**config.mk**
```make
export PLATFORM = sky130hd
export DESIGN_NAME = uart_rx_fifo
export DESIGN_NICKNAME = d
export VERILOG_FILES = /design/src/rtl/uart_rx_fifo.sv
export SDC_FILE = /design/constraint.sdc
export NUM_CORES = 1
export LEC_CHECK = 0
export CORE_MARGIN = 8
export CORE_UTILIZATION = 45
export CTS_CLUSTER_DIAMETER = 50
export DETAILED_ROUTE_END_ITERATION = 10
export GPL_TIMING_DRIVEN = 0
export SLEW_MARGIN = 20
export SYNTH_ARGS = -nofsm -noshare
export SYNTH_HDL_FRONTEND = slang
export SYNTH_SLANG_ARGS = --single-unit
export TNS_END_PERCENT = 1
```
**constraint.sdc**
```tcl
create_clock -name clk -period 4.5 [get_ports clk]
set_input_delay 0.9 -clock clk [delete_from_list [all_inputs] [get_ports clk]]
set_output_delay 0.9 -clock clk [all_outputs]
set_load 0.02 [all_outputs]
```
**src/rtl/uart_rx_fifo.sv**
```systemverilog
// UART receiver with 3-sample majority voting, parity/framing/break detection
// and a show-ahead FIFO holding each received word together with its error flags.
module uart_rx_fifo #(
    parameter int DIV_RATE   = 260,
    parameter int DATA_W     = 8,
    parameter int PARITY     = 0,
    parameter int STOP_BITS  = 1,
    parameter int FIFO_DEPTH = 8
) (
    input  logic                          clk,
    input  logic                          reset,
    input  logic                          rx,
    input  logic                          rd_en,
    output logic [DATA_W-1:0]             rd_data,
    output logic                          rd_frame_err,
    output logic                          rd_parity_err,
    output logic                          rd_break,
    output logic                          empty,
    output logic                          full,
    output logic [$clog2(FIFO_DEPTH):0]   count,
    output logic                          rx_busy,
    output logic                          rx_end,
    output logic                          overrun
);
    localparam int AW = $clog2(FIFO_DEPTH);
    localparam int DW = $clog2(DIV_RATE);
    localparam int EW = DATA_W + 3;

    typedef enum logic [2:0] {IDLE, START, DATA, PAR, STOP} state_t;

    state_t            state;
    logic              rx_m, rx_s;
    logic [1:0]        hist;
    logic [DW-1:0]     div_cnt;
    logic [3:0]        bit_cnt;
    logic [DATA_W-1:0] shreg;
    logic              par_acc, zero_acc, perr, ferr, brk;

    logic              sample, voted, commit, last_stop, brk_now, ferr_now;
    logic              wr, rd;
    logic [EW-1:0]     wdata;
    logic [EW-1:0]     mem [FIFO_DEPTH];
    logic [AW-1:0]     wr_ptr, rd_ptr;

    assign sample    = (div_cnt == '0);
    assign voted     = (rx_s & hist[0]) | (rx_s & hist[1]) | (hist[0] & hist[1]);
    assign last_stop = (bit_cnt == 4'(STOP_BITS - 1));
    assign commit    = (state == STOP) && sample && last_stop;

    // The committed word must include the stop bit being sampled right now.
    assign ferr_now  = ferr | ~voted;
    assign brk_now   = (bit_cnt == 4'd0) ? (zero_acc & ~voted) : brk;
    assign wdata     = {brk_now, perr, ferr_now, shreg};

    assign rx_busy   = (state != IDLE);
    assign empty     = (count == '0);
    assign full      = (count == (AW+1)'(FIFO_DEPTH));
    assign wr        = !reset && commit && (!full || rd_en);
    assign rd        = !reset && rd_en && !empty;

    always_ff @(posedge clk) begin
        if (reset) begin
            state    <= IDLE;
            rx_m     <= 1'b1;
            rx_s     <= 1'b1;
            hist     <= 2'b11;
            div_cnt  <= DW'(1);
            bit_cnt  <= 4'd1;
            shreg    <= '0;
            par_acc  <= 1'b0;
            zero_acc <= 1'b0;
            perr     <= 1'b0;
            ferr     <= 1'b0;
            brk      <= 1'b0;
            rx_end   <= 1'b0;
            overrun  <= 1'b0;
        end else begin
            rx_m    <= rx;
            rx_s    <= rx_m;
            hist    <= {hist[0], rx_s};
            rx_end  <= commit;
            overrun <= commit && full && !rd_en;
            if (state == IDLE) begin
                if (!rx_s) begin
                    state   <= START;
                    div_cnt <= DW'(DIV_RATE/2 - 1);
                end
            end else if (!sample) begin
                div_cnt <= div_cnt - DW'(1);
            end else begin
                div_cnt <= DW'(DIV_RATE - 1);
                case (state)
                    START: begin
                        if (voted) begin
                            state <= IDLE;
                        end else begin
                            state    <= DATA;
                            bit_cnt  <= 4'd0;
                            par_acc  <= 1'b0;
                            zero_acc <= 1'b1;
                            perr     <= 1'b0;
                            ferr     <= 1'b0;
                            brk      <= 1'b0;
                        end
                    end
                    DATA: begin
                        shreg    <= {voted, shreg[DATA_W-1:1]};
                        par_acc  <= par_acc ^ voted;
                        zero_acc <= zero_acc & ~voted;
                        if (bit_cnt == 4'(DATA_W - 1)) begin
                            bit_cnt <= 4'd0;
                            state   <= (PARITY != 0) ? PAR : STOP;
                        end else begin
                            bit_cnt <= bit_cnt + 4'd1;
                        end
                    end
                    PAR: begin
                        perr     <= (PARITY == 1) ? ~(par_acc ^ voted) : (par_acc ^ voted);
                        zero_acc <= zero_acc & ~voted;
                        state    <= STOP;
                    end
                    STOP: begin
                        ferr <= ferr_now;
                        brk  <= brk_now;
                        if (last_stop) begin
                            state <= IDLE;
                        end else begin
                            bit_cnt <= bit_cnt + 4'd1;
                        end
                    end
                    default: state <= IDLE;
                endcase
            end
        end
    end

    always_ff @(posedge clk) begin
        if (reset) begin
            wr_ptr <= '0;
            rd_ptr <= '0;
            count  <= '0;
        end else begin
            if (wr) wr_ptr <= wr_ptr + AW'(1);
            if (rd) rd_ptr <= rd_ptr + AW'(1);
            if (wr && !rd)      count <= count + (AW+1)'(1);
            else if (rd && !wr) count <= count - (AW+1)'(1);
        end
    end

    always_ff @(posedge clk) begin
        if (wr) mem[wr_ptr] <= wdata;
    end

    // Storage is not reset, so the head is masked while the FIFO is empty.
    assign {rd_break, rd_parity_err, rd_frame_err, rd_data} = empty ? '0 : mem[rd_ptr];
endmodule

```
==> impl_metrics.ini <==
[synthesis]
yosysSeqAreaShare = 0.6236
synth_edf_count = 88
synth_top_area_cell = edfxtp_1
yosys.area_share.adder = 0.02469
synth-compound-area-share = 0.06626
synth_area_leaders = edfxtp_1 46%, dfxtp_1 17%, mux4_2 8.6%, mux2i_1 4.3%, nor2_1 3.1%
synth.avg_cell_area_sq_um = 13.96
synth-simple-area-share = 0.1236
ys.flop_type = edfxtp_1
synthCells = 414
synth_cell_types = 58
async_flop_share = 0
syn-num-nets = 428
synth-seq-cells = 136
synth.mux.area_fraction = 0.1330
yosys_warnings = 0
synth_top_family_by_area = multiplexers
yosysTopAreaCellShare = 0.4573
synth_xor_area_frac = 0.007579
syn_area_sq_um = 5778

[worst_setup_path]
path_depth = 4
cp.required_ns = 3.60
endpoint = rd_data[7]
crit_chain = nor4_1 > clkbuf_1 > nor2_1 > clkdlybuf4s50_1
cp_max_fo = 10
crit_type = reg2out
critical-path-top-delay-family = buffers and inverters
crit_path_end_kind = primary output
cp.arrival_ns = 2.96
rr_worst_depth = 10
start_kind = flip-flop
crit_start = count[0]
worst-path-buf-inv = 2
reg2reg_slack_ns = 1.25
regToRegStartpoint = count[0]
critPathMaxStageDelay_ns = 0.90
r2r_end = count[3]
cpMaxStageDelayCell = nor4_1

[pwr]
switching_share = 0.2125
internal-power_mw = 2.412
p_comb_frac = 0.082
p_sw_mw = 0.6506
irDropWorstVdd_mv = 0.2062
power_density_nw_per_um2 = 444.5
clkPwrFrac = 0.482
sequentialPowerShare = 0.436
leakage_nw = 2.329

[cells_and_area]
postLayoutCoreUtil = 0.5482
layout_commonest_cell = edfxtp_1
fin_nets = 471
area_growth_pct = 19.25
fillers = 1084
regArea_sq_um = 3603
layout_common_cells = 88 x edfxtp_1, 48 x dfxtp_1, 42 x nor2_1
antennaDiodeCount = 0
multi_input_area_sq_um = 2077
drive_gt1_frac = 0.1766

[floorplanning]
fp.dieW_um = 129.3
die_area_sq_um = 16720
core_sq_um = 12570
die_h_um = 129.3
start_util = 0.4597
ios = 24
num_rows = 41

[drt]
via_per_inst = 5.397
dr.pass1.iters = 4
detail-route-antenna-nets = 0
drcViolationCount = 0
drt_iter0_drc = 296
num_vias = 3465
wirelength_mm = 11.73
wl_per_cell_um = 18.28

[sta]
rsz0062_at_grt = false
period_needed_ns = 3.860
timing.final.crit_share = 0.8578
drv_slew = 0
timing.setup.tns_ns = 0
fmax_ghz = 0.2591
worst_hold_slack_ns = 0.4165
relSlewSlack = 0.3009
hold_viol_final = 0
fin_skew_ns = 0.007598
report.final.setup_viol = 0
worstMarginPinSlew_ns = 1.039

[hold_path]
hp-class = reg2reg

[job]
cap_violations = 0

[clock_network]
cts_tree = built
post_cts_resize_count = 0
clk_pin_slew_ns = 0.06
ctsHoldBuffers = 0
cts_buffer_depth = 2
post_cts_buffers = 0
cts_made_buffers = 17
clock_latency_ns = 0.42
htree_levels = 4
clkSinkCount = 136
clock-root-buffer = clkbuf_16

[placement]
routabilityCongestion = 0.8557
port_buffers = 22
dp_hpwl_mm = 7.587

[global_route]
grt_max_degree = 17
grt_pass1_wl_mm = 18.76
grt_usage = 0.1515
grt_pass1_vias = 3480
antenna_found_initial = 0
overflow = 0

[status]
status = complete, no violations
## registers in the layout, indices dropped and copies added (netlist names), named ones only
name / cells
perr: 1
div_cnt: 9
rd_ptr: 3
rx_s: 1
mem: 88
zero_acc: 1
overrun: 1
state: 3
rx_end: 1
ferr: 1
wr_ptr: 3
count: 4
shreg: 8
par_acc: 1
bit_cnt: 4
hist: 2
rx_m: 1
brk: 1
## power groups by stage
stage | Clock [mW] | Combinational [mW] | Sequential [mW]
final | 1.47 | 0.251 | 1.34
after global routing | 1.55 | 0.274 | 1.34
after CTS | 1.50 | 0.257 | 1.34
after detailed placement | 0 | 0.256 | 1.36
after global placement | 0 | 0.254 | 1.36
after floorplan | 0 | 0.164 | 1.36
## metal layers
layer  wire length (um)  GRT usage  up-vias  part of all wire
met5                  0          0        -                 0
met4                265    0.07878        0             0.023
met3                527    0.03903       14             0.045
met2               5613     0.2426       61              0.48
met1               5326     0.1854     1719              0.45
li1                   -          -     1671                 -
## cell families after synthesis
logic type,Yosys count
compound gates,56
xor+xnor,5
fa+ha+maj,11
buf+inv,31
flops,136
mux,49
simple gates,126
## synth_stat cells (3+ instances only)
cell,count
a21oi_1,18
a311oi_1,5
and2_1,3
buf_2,5
clkbuf_1,14
dfxtp_1,48
edfxtp_1,88
ha_1,9
inv_1,12
mux2i_1,25
mux4_2,22
nand2_1,12
nand2b_1,10
nand3_1,8
nand3b_1,3
nor2_1,48
nor3_1,7
nor3b_1,3
o21ai_0,6
o31ai_1,8
or2_2,6
or3b_2,3
or4_1,4
xor2_1,3
## area by class of cell
| class | count | area share |
|---|---|---|
| flip-flops and latches | 136 | 0.5230 |
| multi-input cells | 247 | 0.3014 |
| clock buffers | 17 | 0.06174 |
| repair buffers | 24 | 0.03468 |
| well taps | 172 | 0.03123 |
| clock inverters | 15 | 0.03014 |
| plain buffers | 19 | 0.01126 |
| inverters | 12 | 0.006537 |
## how the worst min path moves through the flow
stage          from    to  slack (ns)  cells after the start
2_1_floorplan  rx_m  rx_s        0.39                      1
3_3_place_gp   rx_m  rx_s        0.40                      1
3_5_place_dp   rx_m  rx_s        0.40                      1
4_1_cts        rx_m  rx_s        0.42                      1
5_1_grt        rx_m  rx_s        0.44                      1
6_report       rx_m  rx_s        0.42                      1
## per-stage QoR
stage	power (mW)	instance area, sq um	setup WS [ns]	std cells
3_3_place_gp	1.616	6213	0.2627	608
2_1_floorplan	1.527	5778	1.192	414
5_1_grt	3.159	6890	0.4771	642
6_report	3.063	6890	0.6401	642
4_1_cts	3.097	6890	0.6028	642
3_5_place_dp	1.618	6257	0.9144	610
No activity file was read; power rests on OpenSTA's default activity.
